File: config.mk
export PLATFORM = sky130hd
export DESIGN_NAME = pcbfpga_cfg_loader
export DESIGN_NICKNAME = d
export VERILOG_FILES = /design/src/rtl/pcbfpga_cfg_pkg.sv /design/src/rtl/pcbfpga_sck_gen.sv /design/src/rtl/pcbfpga_cfg_loader.sv
export SDC_FILE = /design/constraint.sdc
export NUM_CORES = 1
export LEC_CHECK = 0
export ABC_CLOCK_PERIOD_IN_PS = 2200
export BUFFER_PORTS_ARGS = -buffer_cell sky130_fd_sc_hd__clkbuf_2
export CAP_MARGIN = 20
export CORE_MARGIN = 1
export CORE_UTILIZATION = 60
export DETAILED_ROUTE_END_ITERATION = 12
export PLACE_DENSITY = 0.85
export SETUP_SLACK_MARGIN = 0.15
export SYNTH_ARGS = -nofsm -noshare
export SYNTH_HDL_FRONTEND = slang
export SYNTH_SLANG_ARGS = --single-unit
File: constraint.sdc
create_clock -name CLK -period 2.2 [get_ports CLK]
set_input_delay 0.44 -clock CLK [delete_from_list [all_inputs] [get_ports CLK]]
set_output_delay 0.44 -clock CLK [all_outputs]
set_load 0.02 [all_outputs]
File: src/rtl/pcbfpga_cfg_pkg.sv
// Shared definitions for the PCB-FPGA configuration loader.
//   state_t      : loader FSM states
//   CSUM_SEED    : initial value of the running XOR checksum
//   calc_nbytes  : number of data bytes needed to carry a chain of given length
package pcbfpga_cfg_pkg;

    typedef enum logic [2:0] {
        ST_IDLE,
        ST_FETCH,
        ST_SHIFT,
        ST_CHECK,
        ST_LATCH
    } state_t;

    localparam logic [7:0] CSUM_SEED = 8'h00;

    function automatic int calc_nbytes(input int chain_len);
        return (chain_len + 7) / 8;
    endfunction

endpackage

File: src/rtl/pcbfpga_sck_gen.sv
// Shift-clock generator for the configuration chain.
// Each bit period is CLK_DIV cycles low followed by CLK_DIV cycles high.
// Ports:
//   clk        : system clock
//   rst        : synchronous active-high reset
//   en         : run the timer; when low the generator is held in reset (sck low)
//   sck        : chain shift clock, starts every bit in the low phase
//   end_of_bit : one-cycle strobe on the last cycle of the high phase
module pcbfpga_sck_gen #(
    parameter int CLK_DIV = 1
) (
    input  logic clk,
    input  logic rst,
    input  logic en,
    output logic sck,
    output logic end_of_bit
);

    localparam int TW = (CLK_DIV > 1) ? $clog2(CLK_DIV) : 1;
    localparam logic [TW-1:0] PHASE_LAST = TW'(CLK_DIV - 1);

    logic [TW-1:0] timer;
    logic          phase;

    always_ff @(posedge clk) begin
        if (rst || !en) begin
            timer <= '0;
            phase <= 1'b0;
        end else if (timer == PHASE_LAST) begin
            timer <= '0;
            phase <= ~phase;
        end else begin
            timer <= timer + 1'b1;
        end
    end

    assign sck        = phase;
    assign end_of_bit = en && phase && (timer == PHASE_LAST);

endmodule

File: src/rtl/pcbfpga_cfg_loader.sv
// Configuration loader: accepts a byte stream over valid/ready, shifts
// CHAIN_LEN bits (LSB of each byte first) into the serial config chain,
// then compares one trailing byte against the XOR of all data bytes and
// pulses the chain latch only when they match.
// Ports:
//   CLK, RST   : clock and synchronous active-high reset
//   START      : begin a load (honoured only in IDLE)
//   IN_DATA    : configuration / checksum byte
//   IN_VALID   : IN_DATA valid
//   IN_READY   : byte accepted on IN_VALID & IN_READY (FETCH and CHECK only)
//   CFG_SDO    : serial data to the chain
//   CFG_SCK    : chain shift clock, idle low
//   CFG_LE     : chain latch enable, high CLK_DIV cycles after a good checksum
//   BUSY       : high outside IDLE
//   DONE, ERR  : sticky result of the last load (mutually exclusive)
module pcbfpga_cfg_loader
    import pcbfpga_cfg_pkg::*;
#(
    parameter int CHAIN_LEN = 64,
    parameter int CLK_DIV   = 1
) (
    input  logic       CLK,
    input  logic       RST,
    input  logic       START,
    input  logic [7:0] IN_DATA,
    input  logic       IN_VALID,
    output logic       IN_READY,
    output logic       CFG_SDO,
    output logic       CFG_SCK,
    output logic       CFG_LE,
    output logic       BUSY,
    output logic       DONE,
    output logic       ERR
);

    localparam int CNT_W = $clog2(CHAIN_LEN + 1);
    localparam logic [CNT_W-1:0] LAST_BIT = CNT_W'(CHAIN_LEN - 1);
    localparam int TW = (CLK_DIV > 1) ? $clog2(CLK_DIV) : 1;
    localparam logic [TW-1:0] LE_LAST = TW'(CLK_DIV - 1);

    state_t          state;
    state_t          state_next;
    logic [7:0]      shbuf;
    logic [7:0]      csum;
    logic [CNT_W-1:0] bit_cnt;
    logic [2:0]      byte_bit;
    logic [TW-1:0]   le_timer;
    logic            done_q;
    logic            err_q;
    logic            end_of_bit;
    logic            shifting;

    assign shifting = (state == ST_SHIFT);

    // Timer is held in reset outside SHIFT, so SCK is low in every other state.
    pcbfpga_sck_gen #(
        .CLK_DIV(CLK_DIV)
    ) u_sck_gen (
        .clk       (CLK),
        .rst       (RST),
        .en        (shifting),
        .sck       (CFG_SCK),
        .end_of_bit(end_of_bit)
    );

    always_ff @(posedge CLK) begin
        if (RST) begin
            state <= ST_IDLE;
        end else begin
            state <= state_next;
        end
    end

    always_comb begin
        state_next = state;
        IN_READY   = 1'b0;
        CFG_LE     = 1'b0;
        BUSY       = 1'b1;
        case (state)
            ST_IDLE: begin
                BUSY = 1'b0;
                if (START) state_next = ST_FETCH;
            end
            ST_FETCH: begin
                IN_READY = 1'b1;
                if (IN_VALID) state_next = ST_SHIFT;
            end
            ST_SHIFT: begin
                // Chain-length test wins so a partial final byte ends the shift.
                if (end_of_bit) begin
                    if (bit_cnt == LAST_BIT)    state_next = ST_CHECK;
                    else if (byte_bit == 3'd7)  state_next = ST_FETCH;
                end
            end
            ST_CHECK: begin
                IN_READY = 1'b1;
                if (IN_VALID) state_next = (IN_DATA == csum) ? ST_LATCH : ST_IDLE;
            end
            ST_LATCH: begin
                CFG_LE = 1'b1;
                if (le_timer == LE_LAST) state_next = ST_IDLE;
            end
            default: state_next = ST_IDLE;
        endcase
    end

    always_ff @(posedge CLK) begin
        if (RST) begin
            shbuf    <= '0;
            csum     <= CSUM_SEED;
            bit_cnt  <= '0;
            byte_bit <= '0;
            le_timer <= '0;
            done_q   <= 1'b0;
            err_q    <= 1'b0;
        end else begin
            case (state)
                ST_IDLE: begin
                    if (START) begin
                        done_q   <= 1'b0;
                        err_q    <= 1'b0;
                        csum     <= CSUM_SEED;
                        bit_cnt  <= '0;
                        byte_bit <= '0;
                    end
                end
                ST_FETCH: begin
                    if (IN_VALID) begin
                        shbuf    <= IN_DATA;
                        csum     <= csum ^ IN_DATA;
                        byte_bit <= '0;
                    end
                end
                ST_SHIFT: begin
                    if (end_of_bit) begin
                        bit_cnt  <= bit_cnt + CNT_W'(1);
                        byte_bit <= byte_bit + 3'd1;
                        shbuf    <= {1'b0, shbuf[7:1]};
                    end
                end
                ST_CHECK: begin
                    le_timer <= '0;
                    if (IN_VALID && (IN_DATA != csum)) err_q <= 1'b1;
                end
                ST_LATCH: begin
                    if (le_timer == LE_LAST) begin
                        le_timer <= '0;
                        done_q   <= 1'b1;
                    end else begin
                        le_timer <= le_timer + 1'b1;
                    end
                end
                default: ;
            endcase
        end
    end

    // Next bit is already at shbuf[0] when the low phase of its period starts.
    assign CFG_SDO = shbuf[0];
    assign DONE    = done_q;
    assign ERR     = err_q;

endmodule

# Word-level counts from Yosys, hierarchy flattened
# Index checks and enable logic that the tools add are counted.
# word_totals
reg_bits	34
in_bits	12
out_inout_bits	7
elab_cells	86
# op_classes
n_addsub	4
eq_ne	15
muxes	32
bitwise	3
reduce_logical	22
# ops
operator	n
$mux 3	11
$mux 8	4
$pmux 8 s2	2
$pmux 3 s5	1
$reduce_and 3->1	5
$mux 7	2
$pmux 7 s2	1
$ne 2x2->1 const B	6
$reduce_bool 2->1	6
$pmux 3 s3	1
$eq 8x8->1	1
$ne 8x8->1	1
$xor 8x8->8	1
$add 7x1->7 const B	1
$eq 7x6->1 const B	1
$mux 1	7
$eq 3x2->1 const B	2
$eq 3x3->1 const B	2
$pmux 1 s2	3
$reduce_and 6->1	1
$reduce_and 4->1	1
$reduce_or 2->1	2
$add 3x1->3 const B	1
$eq 3x1->1 const B	1
other kinds (8)	12

# Longest topological paths before layout
# Gate-level depths: netlist of run 1.
# depth
depth_word	5
ltp_mapped	7

# Modules after synthesis
# From an unflattened synthesis of run 1, not the netlist that was laid out.
# unflattened
cells_unflattened	203
hier_area_um2	1726.7
# by_module_without_submodules
module	n_inst	cells_each	area_per_inst_um2
pcbfpga_cfg_loader	1	197	1651.6
pcbfpga_sck_gen	1	6	75.1

# Worst setup path after synthesis of run 1
# OpenSTA, ideal clock, no wires.
# synth_path
kind	register -> output
from	register state[1]
to	output BUSY
arrival_time_ns	1.108
required_time_ns	1.760
path_slack_ns	0.652
path_stages_with_launch	4
cell_sequence	dfxtp_1 > buf_6 > clkbuf_1 > or3_1
# synth_between
elab_chain_len	2
# synth_lines
element	line	text
start, declared	pcbfpga_cfg_loader.sv:41	state_t state;
start signal, assigned	pcbfpga_cfg_loader.sv:70	state <= state_next;
$logic_not 3->1	pcbfpga_cfg_loader.sv:79	case (state)
$mux 1	pcbfpga_cfg_loader.sv:79	
end, declared	pcbfpga_cfg_loader.sv:31	output logic BUSY,
# Every way passes these cells.

# Worst setup path after layout of run 1
# layout_path
from	register state[2]
to	output IN_READY
# layout_between
elab_chain_len	3
# layout_lines
element	line	text
$eq 3x2->1 or $eq 3x1->1 (tied branches)	pcbfpga_cfg_loader.sv:79	
$reduce_or 2->1 (no line) *	n/a	
$mux 1 *	pcbfpga_cfg_loader.sv:79	
end, declared	pcbfpga_cfg_loader.sv:27	output logic IN_READY,
# Mark *: on every way between the ends. The rest lies on a longest branch, timed or not.

==> summary.md, run 1 <==
| Metric | Value |
|---|---|
| Total die area | approximately 3200 um^2 |
| Worst skew pair latency | about 0.33 ns |
| Ys async rst share | 0% |
| Final hold viol count | 0 |
| Leakage | approximately 0.00074 uW |
| Slew @ Worst Pin | ~0.56 ns |
| Area growth syn-to-layout | 8.03% |
| Count of buffers from port buffering | 18 |
| IO Pins | 19 |
| Die Y | ~56 um |
| Postcts setup bufs | 0 |
| Sum Neg Setup Slack | 0 ns |
| Mapped Area | approximately 1800 um^2 |
| Placed cells | roughly 240 |
| Number of buffers created by CTS | 5 |
| Initial antenna violation count | 0 |
| Detail Placement HPWL | about 2.7 mm |
| Most frequently used flop master after synthesis | dfxtp_1 |
| Yosys synthesis warning count | 0 |
| ANT cells | 0 |
| TritonCTS clock tree | done |
| Ranking of synthesized cells by area | dfxtp_1 (37%), nand2_1 (4.0%), xor2_1 (3.9%) |
| Cts hold-fix bufs | 0 |
| Yosys top cell area share | a little under two fifths |
| CP max stage delay | between 0.6 and 0.7 ns |
| Max Buffers Root-to-Sink | 2 |
| R2R Setup Slk | around 0.46 ns |
| Die span in x | 56.4 um |
| Tcrit/Tclk final | 88.0% |
| Clock skew after layout | about 0.013 ns |
| Layout Cells excl Fill | ~240 |
| Htree depth | 2 |
| Peak supply drop | 0.554 mV |
| Routed len/inst | 15.3 um |
| Buf/Inv on CP | 2 |
| Worst setup margin | approximately 0.26 ns |
| Avg Inst Size Synth | between 9 and 10 um^2 |
| Post_cts resized | 0 |
| Hold WC Path Type | in2reg |
| Gp weighted congestion | between 0.8 and 0.9 |
| Final #Nets | ~230 |
| Crit path to | IN_READY |
| Clk slew on worst S/H paths | between 0.1 and 0.15 ns |
| Largest net degree at the start of global routing | 17 |
| Status | finished, final reports clean |
| Startpoint types | flip-flop |
| Worst R2R End | byte_bit[0]$_SDFFE_PP0P_ |
| CP required | roughly 1.8 ns |
| Post-Syn Nets | between 200 and 250 |
| Yosys top cell by area | dfxtp_1 |
| Total power | 1200 uW |
| Post-synth EDFFs | 0 |
| Critical path origin | state[2]$_SDFFE_PP0P_ |
| First-pass GRT wire length | 6.42 mm |
| Worst setup path class | reg2out |
| Most frequent cells in the layout | dfxtp_1 (31), nand2_1 (19), clkbuf_2 (18), nor2_1 (16), a21oi_1 (12) |
| CORE AREA | between 2000 and 3000 um^2 |
| Crit-path leading delay family | flip-flops |
| Fin. max-slew vios | 0 |
| Pwr/cell area | about 630 nW/um^2 |
| Place WS | about 0.45 ns |
| Gr ovfl total | 0 |
| Fmax | between 500 and 600 MHz |
| RSZ-0062 raised after global routing | no |
| Max-slew headroom | a little over three fifths |
| Total Wirelength | approximately 3.7 mm |
| Vias per Instance | ~6.1 |
| Gr usage total | between 20% and 30% |
| Critical-path cell list | nand2b_1 -> inv_1 -> clkbuf_2 |
| Most common cell after layout, fill and taps aside | dfxtp_1 |
| Max cap viols | 0 |
| CTS sink cnt | 33 |
| Minimum clock period | between 1.5 and 2 ns |
| First-pass DRT Iterations | 4 |
| Antenna viol nets, final | 0 |
| Final Core Density | between 60% and 70% |
| Crit path depth | 3 |
| CP arrival | roughly 1.5 ns |
| Ratio of cells with drive above 1 in the final layout | between 20% and 30% |
| Yosys reg bits | 33 |
| Slowest CP cell | dfxtp_1 |
| R2R Path Start | state[2]$_SDFFE_PP0P_ |
| Vias in the first global route | between 1000 and 1500 |
| Via count | 1475 |
| Critical Path End Type | output pin |
| Sequential share of the synthesized area | ~37% |
| Library cells used by synthesis | 56 |
| Crit-path max FO | 13 |
| Clk root buf | clkbuf_4 |
| Row cnt | 19 |
| Reg2Reg Depth | 4 |
| Starting Density | roughly 64% |
| Drt first-iter violations | 41 |
| Final setup viols | 0 |
| Post-Syn Instances | between 150 and 200 |
| # DRC | 0 |
flip-flops by register name (all words and copies together) (netlist names):
register	cells
csum	8
DONE	1
bit_cnt	7
ERR	1
u_sck_gen.timer	1
u_sck_gen.sck	1
state	3
byte_bit	3
shbuf	8
power breakdown:
group | internal [uW] | switching, uW | total, uW
Sequential | 613 | 21.0 | 634
Combinational | 71.9 | 114 | 186
Clock | 185 | 198 | 383
Total | 870 | 333 | 1200
cells in the mapped netlist (4+ instances only):
| library cell | instances |
|---|---|
| xnor2_1 | 4 |
| buf_2 | 5 |
| xor2_1 | 8 |
| nor2_1 | 16 |
| o22ai_1 | 8 |
| a311oi_1 | 6 |
| nand2_1 | 19 |
| nand3b_1 | 7 |
| a21oi_1 | 12 |
| nand3_1 | 9 |
| dfxtp_1 | 33 |
worst min path at each step:
stage	slack, ns	to	cells past startpoint	start
global route	0.40	csum[3]$_SDFFE_PP0P_	3	IN_DATA[3]
floorplan	0.45	shbuf[7]$_SDFFE_PP0P_	2	shbuf[7]$_SDFFE_PP0P_
global placement	0.46	csum[7]$_SDFFE_PP0P_	2	csum[7]$_SDFFE_PP0P_
detailed placement	0.47	shbuf[7]$_SDFFE_PP0P_	2	shbuf[7]$_SDFFE_PP0P_
CTS	0.38	shbuf[7]$_SDFFE_PP0P_	3	IN_DATA[7]
finish	0.39	shbuf[7]$_SDFFE_PP0P_	3	IN_DATA[7]
tightest hold or removal path: cells and delay by family:
family	cells	cell delay, ns
AO/OA/AOI/OAI	1	0.06
AND/OR/NAND/NOR	1	0.08
buffers and inverters	1	0.10
per-layer routing:
metal	part of all wire [%]	track usage [%]	up-vias	routed length (um)
met5	0	0	-	0
met4	0.97	8.71	0	36
met3	4.5	4.84	6	168
met2	47	41.0	39	1760
met1	47	34.9	687	1750
li1	-	-	743	-
per-stage QoR:
step | cell area [um^2] | hold slack (ns)
after floorplan | 1780 | 0.446
after global placement | 1850 | 0.459
after detailed placement | 1850 | 0.467
after CTS | 1920 | 0.383
after global routing | 1920 | 0.404
final | 1920 | 0.389
cell families after synthesis:
family	count (synthesis)	synth area share, %
DFF	33	37.2
AOI/OAI and AO/OA	43	18.5
and+or+nand+nor	87	29.6
xor gates and xnor gates	12	5.92
other	1	0.211
adders and majority gates	3	2.11
muxes	2	1.20
buffers and inverters	15	5.21
final cells by class:
class / count / area (um^2)
multi-input combinational: 148 / 1020
tap: 31 / 38.8
fill: 238 / 862
timing repair buffer: 22 / 120
sequential: 33 / 663
clock inverter: 1 / 5.00
clock buffer: 7 / 65.1
inverter: 1 / 3.75
(Power assumes the default switching activity.)
==> run 2: changes to the inputs <==
PLACE_DENSITY = 0.81   (was 0.85)
==> summary.md, run 2 (synthesis gave the netlist of run 1 again) <==
| Metric | Value |
|---|---|
| Met1 GRT Util | 32.9% (was 34.9%) |
| GRT Max-Usage Layer | met2 (unchanged) |
| Most common cell after layout, fill and taps aside | dfxtp_1 (unchanged) |
| Final hold viol count | 0 (unchanged) |
| Max Buffers Root-to-Sink | 2 (unchanged) |
| Vias in the first global route | 1429 (was 1470) |
| Number of buffers created by CTS | 5 (unchanged) |
| Critical-path cell list | or3_1 -> clkbuf_2 (was nand2b_1 -> inv_1 -> clkbuf_2) |
| CP arrival | 1.38 ns (was 1.50 ns) |
| First-pass GRT wire length | 6.32 mm (was 6.42 mm) |
| Area growth syn-to-layout | 8.03% (unchanged) |
| Vias per Instance | 6.13 (was 6.07) |
| Clk root buf | clkbuf_4 (unchanged) |
| Largest net degree at the start of global routing | 20 (was 17) |
| Worst skew pair latency | 0.34 ns (was 0.33 ns) |
| Clk slew on worst S/H paths | 0.10 ns (was 0.11 ns) |
| Minimum clock period | 1.82 ns (was 1.94 ns) |
| CP max stage delay | 0.44 ns (was 0.68 ns) |
| Antenna viol nets, final | 0 (unchanged) |
| Tcrit/Tclk final | 82.8% (was 88.0%) |
| Fmax | 549 MHz (was 516 MHz) |
| Starting Density | 63.9% (unchanged) |
| CTS sink cnt | 33 (unchanged) |
| Final #Nets | 226 (unchanged) |
| # DRC | 0 (unchanged) |
| Max cap viols | 0 (unchanged) |
| Count of buffers from port buffering | 18 (unchanged) |
| Gr ovfl total | 0 (unchanged) |
| Crit-path max FO | 15 (was 13) |
| Final setup viols | 0 (unchanged) |
| Row cnt | 19 (unchanged) |
| Crit-path leading delay family | simple AND/OR/NAND/NOR gates (was flip-flops) |
| IO Pins | 19 (unchanged) |
| Peak supply drop | 0.537 mV (was 0.554 mV) |
| First-pass DRT Iterations | 5 (was 4) |
| M2 GR Usage | 41.5% (was 41.0%) |
| Final Hold Slack | 0.397 ns (was 0.389 ns) |
| Routed len/inst | 15.7 um (was 15.3 um) |
| Slowest CP cell | or3_1 (was dfxtp_1) |
| Pwr/cell area | 629 nW/um^2 (was 627 nW/um^2) |
| Fin. max-slew vios | 0 (unchanged) |
| TritonCTS clock tree | done (unchanged) |
| Via count | 1490 (was 1475) |
| Met3 usage | 5.53% (was 4.84%) |
| Drt first-iter violations | 35 (was 41) |
| CORE AREA | 2780 um^2 (unchanged) |
| Critical Path End Type | output pin (unchanged) |
| ANT cells | 0 (unchanged) |
| Sum Neg Setup Slack | 0 ns (unchanged) |
| Gp weighted congestion | 0.877 (was 0.802) |
| Initial antenna violation count | 0 (unchanged) |
| Detail Placement HPWL | 2.71 mm (was 2.65 mm) |
| Worst setup path class | reg2out (unchanged) |
| Total die area | 3180 um^2 (unchanged) |
| Clock skew after layout | 0.00771 ns (was 0.0133 ns) |
| Hold WC Path Type | in2reg (unchanged) |
| Total Wirelength | 3.81 mm (was 3.71 mm) |
| Ratio of cells with drive above 1 in the final layout | 20.3% (unchanged) |
| Most frequent cells in the layout | dfxtp_1 (31), nand2_1 (19), clkbuf_2 (18), nor2_1 (16), a21oi_1 (12) (unchanged) |
| Top Registers | csum (8), shbuf (8), bit_cnt (7) (unchanged) |
| Buf/Inv on CP | 1 (was 2) |
| Htree depth | 2 (unchanged) |
| Die span in x | 56.4 um (unchanged) |
| Die Y | 56.4 um (unchanged) |
| RSZ-0062 raised after global routing | no (unchanged) |
| Gr usage total | 26.1% (was 25.7%) |
| Leakage | 0.000738 uW (about the same) |
| CP required | 1.76 ns (about the same) |
| Status | finished, final reports clean (unchanged) |
| Startpoint types | flip-flop (unchanged) |
-- run 2: final cells by class --
class / instances / area (um^2)
clock buffer: 7 / 65.1
clock inverter: 1 / 5.00
fill: 223 / 862
inverter: 1 / 3.75
multi-input combinational: 148 / 1020
sequential: 33 / 663
tap: 31 / 38.8
timing repair buffer: 22 / 120
-- run 2: worst reg2reg max path, cell delays in order (launching register included) --
cell     delay (ns)
dfxtp_1        0.42
buf_4          0.23
nor4b_4        0.24
buf_4          0.20
or2_0          0.31
o21ba_1        0.20
o31a_1         0.09
-- run 2: worst paths after layout --
| path | end | cells past startpoint | startpoint | slack [ns] |
|---|---|---|---|---|
| max | BUSY | 2 | state[0]$_SDFFE_PP0P_ | 0.38 |
| min reg2reg | shbuf[7]$_SDFFE_PP0P_ | 2 | shbuf[7]$_SDFFE_PP0P_ | 0.48 |
| max reg2reg | ERR$_SDFFE_PP0P_ | 6 | state[1]$_SDFFE_PP0P_ | 0.43 |
| min | csum[3]$_SDFFE_PP0P_ | 3 | IN_DATA[3] | 0.40 |
-- run 2: repair_timing --
action | in CTS | in global routing
setup buffers | 0 | 0
setup endpoints to repair | 0 | 2
resized for setup | 0 | 2
hold buffers | 0 | 0
-- run 2: power by group --
group          total [uW]  switching (uW)  internal (uW)
Combinational         185             113           71.9
Sequential            634            21.4            612
Clock                 389             204            185
-- run 2: metal layers --
layer | vias to the layer above | part of all wire (%)
li1 | 745 | -
met1 | 706 | 46
met2 | 31 | 48
met3 | 8 | 4.4
met4 | 0 | 1.9
met5 | - | 0
-- run 2: per-stage QoR --
| stage | util (%) | worst slack, ns | area [um^2] | std cells | power [uW] |
|---|---|---|---|---|---|
| final | 69.0 | 0.379 | 1920 | 243 | 1210 |
| after global routing | 69.0 | 0.322 | 1920 | 243 | 1250 |
| after CTS | 68.9 | 0.169 | 1920 | 243 | 1210 |
| after detailed placement | 66.4 | 0.416 | 1850 | 235 | 826 |
| after global placement | 66.4 | 0.504 | 1850 | 235 | 819 |
| after floorplan | - | 0.652 | 1780 | 196 | 784 |
==> run 3: changes to the inputs <==
ABC_AREA = 1   (was not set)
ABC_CLOCK_PERIOD_IN_PS = 1800   (was 2200)
CORE_UTILIZATION = 58   (was 60)
PLACE_DENSITY = 0.79   (was 0.81)
clock period = 1.8 ns   (was 2.2 ns; I/O delays follow)
==> summary.md, run 3 <==
| Metric | Value |
|---|---|
| Post-Syn Nets | 295 (was 211) |
| Crit-path max FO | 5 (was 15) |
| Slowest CP cell | dfxtp_2 (was or3_1) |
| Clk slew on worst S/H paths | 0.10 ns (about the same) |
| Gr ovfl total | 0 (unchanged) |
| Peak supply drop | 1.07 mV (was 0.537 mV) |
| Routed len/inst | 10.6 um (was 15.7 um) |
| Yosys reg bits | 33 (unchanged) |
| CP max stage delay | 0.41 ns (was 0.44 ns) |
| Largest net degree at the start of global routing | 21 (was 20) |
| Avg Inst Size Synth | 6.59 um^2 (was 9.06 um^2) |
| Sum Neg Setup Slack | 0 ns (unchanged) |
| Vias in the first global route | 1441 (was 1429) |
| Area of the multi-input gates | 971 um^2 (was 1020 um^2) |
| Seq pwr share | 33.0% (was 52.5%) |
| Count of buffers from port buffering | 18 (unchanged) |
| Via count | 1675 (was 1490) |
| Post-synth EDFFs | 0 (unchanged) |
| Most frequent cells in the layout | nand2_1 (77), inv_1 (41), nor2_1 (39), dfxtp_1 (31), clkbuf_2 (18) (was dfxtp_1 (31), nand2_1 (19), clkbuf_2 (18), nor2_1 (16), a21oi_1 (12)) |
| DR top layer | met4 (unchanged) |
| Die Y | 58.4 um (was 56.4 um) |
| Worst skew pair latency | 0.34 ns (about the same) |
| Total Wirelength | 3.71 mm (was 3.81 mm) |
| Post-Syn Instances | 280 (was 196) |
| Starting Density | 61.0% (was 63.9%) |
| TritonCTS clock tree | done (unchanged) |
| Tcrit/Tclk final | 86.3% |
| Antenna viol nets, final | 0 (unchanged) |
| Clock Power Share | 15.0% (was 32.2%) |
| Gp weighted congestion | 0.809 (was 0.877) |
| Psw | 1470 uW (was 338 uW) |
| Total die area | 3410 um^2 (was 3180 um^2) |
| FF+latch area | 663 um^2 (unchanged) |
| Vias per Instance | 4.79 (was 6.13) |
| R2R Setup Slk | 0.35 ns (was 0.43 ns) |
| RSZ-0062 raised after global routing | no (unchanged) |
| Initial antenna violation count | 0 (unchanged) |
| Drt first-iter violations | 70 (was 35) |
| Most common cell after layout, fill and taps aside | nand2_1 (was dfxtp_1) |
| Yosys synthesis warning count | 0 (unchanged) |
| Max cap viols | 0 (unchanged) |
| Mapped Area | 1850 um^2 (was 1780 um^2) |
| Detail Placement HPWL | 2.59 mm (was 2.71 mm) |
| # DRC | 0 (unchanged) |
| Sequential share of the synthesized area | 35.8% (was 37.2%) |
| Fin. max-slew vios | 0 (unchanged) |
| Status | finished, final reports clean (unchanged) |
| Final setup viols | 0 (unchanged) |
| Critical-path cell list | inv_2 -> nand2_4 -> nor2_4 -> inv_1 -> clkbuf_2 (was or3_1 -> clkbuf_2) |
| Sw Ratio | 45.5% (was 28.0%) |
| Leakage | 0.00104 uW (was 0.000738 uW) |
| Row cnt | 20 (was 19) |
| Met3 routed WL | 168 um (was 166 um) |
| Final #Nets | 320 (was 226) |
| CP arrival | 1.19 ns (was 1.38 ns) |
| Yosys top cell area share | 35.8% (was 37.2%) |
| Die span in x | 58.4 um (was 56.4 um) |
| Area growth syn-to-layout | 12.3% (was 8.03%) |
| Most frequently used flop master after synthesis | dfxtp_1 (unchanged) |
| Worst setup path class | reg2out (unchanged) |
| Number of buffers created by CTS | 5 (unchanged) |
| Fmax | ~640 MHz |
| Top Registers | csum (8), shbuf (8), bit_cnt (7) (unchanged) |
| Fill cells | 283 (was 223) |
| Ratio of cells with drive above 1 in the final layout | 18.0% (was 20.3%) |
| Top post-synthesis cells by count | nand2_1 (77), inv_1 (41), nor2_1 (39) (was dfxtp_1 (33), nand2_1 (19), nor2_1 (16)) |
| CTS sink cnt | 33 (unchanged) |
| Gr usage total | 24.9% (was 26.1%) |
| Critical Path End Type | output pin (unchanged) |
| Combinational Power Share | 51.9% (was 15.3%) |
| Max Buffers Root-to-Sink | 2 (unchanged) |
| Minimum clock period | ~1.6 ns |
| Wire length on met1 | 1.94 mm (was 1.74 mm) |
| IO Pins | 19 (unchanged) |
| Clk root buf | clkbuf_4 (unchanged) |
| Hold WC Path Type | in2reg (unchanged) |
| Library cells used by synthesis | 27 (was 56) |
| Ranking of synthesized cells by area | dfxtp_1 (36%), nand2_1 (16%), inv_1 (8.3%) (was dfxtp_1 (37%), nand2_1 (4.0%), xor2_1 (3.9%)) |
| Final Core Density | 68.5% (was 69.0%) |
| Buf/Inv on CP | 3 (was 1) |
| Startpoint types | flip-flop (unchanged) |
| CP required | 1.44 ns (was 1.76 ns) |
| Met2 wire length | 1.54 mm (was 1.83 mm) |
| Final hold viol count | 0 (unchanged) |
| Pwr/cell area | 1560 nW/um^2 (was 629 nW/um^2) |
| First-pass DRT Iterations | 4 (was 5) |
| ANT cells | 0 (unchanged) |
| Ys async rst share | 0% (unchanged) |
| Total power | 3240 uW (was 1210 uW) |
| Pint | 1760 uW (was 869 uW) |
| CORE AREA | 3030 um^2 (was 2780 um^2) |
| Clock skew after layout | 0.00465 ns (was 0.00771 ns) |
| First-pass GRT wire length | 6.33 mm (was 6.32 mm) |
| Crit-path leading delay family | flip-flops (was simple AND/OR/NAND/NOR gates) |
| Yosys top cell by area | dfxtp_1 (unchanged) |
| Htree depth | 2 (unchanged) |
| Most numerous cell in the Yosys netlist | nand2_1 (was dfxtp_1) |
[run 3: cell types whose count changed after synthesis, sizes merged, moves of 6 or more]
cell,change
o22ai,-8
nand2,+65
nand3b,-8
inv,+44
nor2,+25
o21ai,+16
buf,-6
nand3,+8
a311oi,-8
[run 3: path summary, 6_finish.rpt]
check	startpoint	to	depth (start not counted)
worst max-delay path	state[0]$_SDFFE_PP0P_	BUSY	5
worst min-delay path	IN_DATA[7]	shbuf[7]$_SDFFE_PP0P_	3
worst max register to register	bit_cnt[0]$_SDFFE_PP0P_	state[1]$_SDFFE_PP0P_	8
worst min register to register	shbuf[0]$_SDFFE_PP0P_	shbuf[0]$_SDFFE_PP0P_	2
[run 3: stage by stage]
stage	std cells	setup slack (ns)	hold slack (ns)	area, um^2
after floorplan	280	0.471	0.425	1850
after global placement	337	0.317	0.431	1960
after detailed placement	337	0.299	0.437	1960
after CTS	346	0.154	0.323	2040
after global routing	350	0.151	0.325	2070
final	350	0.246	0.334	2070
[run 3: layout make-up]
| class | instances | share of cell area [%] |
|---|---|---|
| clock buffers | 7 | 3.14 |
| clock inverters | 1 | 0.241 |
| repair buffers | 25 | 6.88 |
| multi-input cells | 195 | 46.8 |
| well taps | 44 | 2.66 |
| inverters | 45 | 8.27 |
| flip-flops and latches | 33 | 32.0 |
[run 3: timing repair]
action	in CTS	in global routing
gates cloned	0	0
setup buffers	1	4
hold buffers	0	0
resized for setup	2	2
endpoints found under the setup margin	2	8
pin swaps	1	1
[run 3: cells by family (layout without fill, tap and decap cells)]
group           after synthesis  count (layout)  synth area share (%)
buf+inv                      52              78                  11.9
other cells                   1               1                 0.203
flops                        33              33                  35.8
xor+xnor                      3               3                  1.42
compound gates               37              37                  10.6
simple gates                151             151                  38.0
fa+ha+maj                     3               3                  2.03
[run 3: power by group through the flow]
stage | logic (uW) | clock network (uW) | registers, uW
6_report | 1680 | 488 | 1070
5_1_grt | 1920 | 534 | 1100
4_1_cts | 1570 | 500 | 1060
3_5_place_dp | 1530 | 0 | 1070
3_3_place_gp | 1510 | 0 | 1060
2_1_floorplan | 1360 | 0 | 1040
[run 3: per-layer routing]
layer	track usage, %	vias to the layer above
li1	-	915
met1	35.3	724
met4	9.52	0
met5	0	-
met3	7.47	5
met2	35.6	31
[run 3: worst reg2reg max path: cells and delay by family, from the launching register on]
| family | cells | cell delay [ns] |
|---|---|---|
| simple gates | 7 | 0.71 |
| flops | 1 | 0.42 |
| fa+ha+maj | 1 | 0.22 |
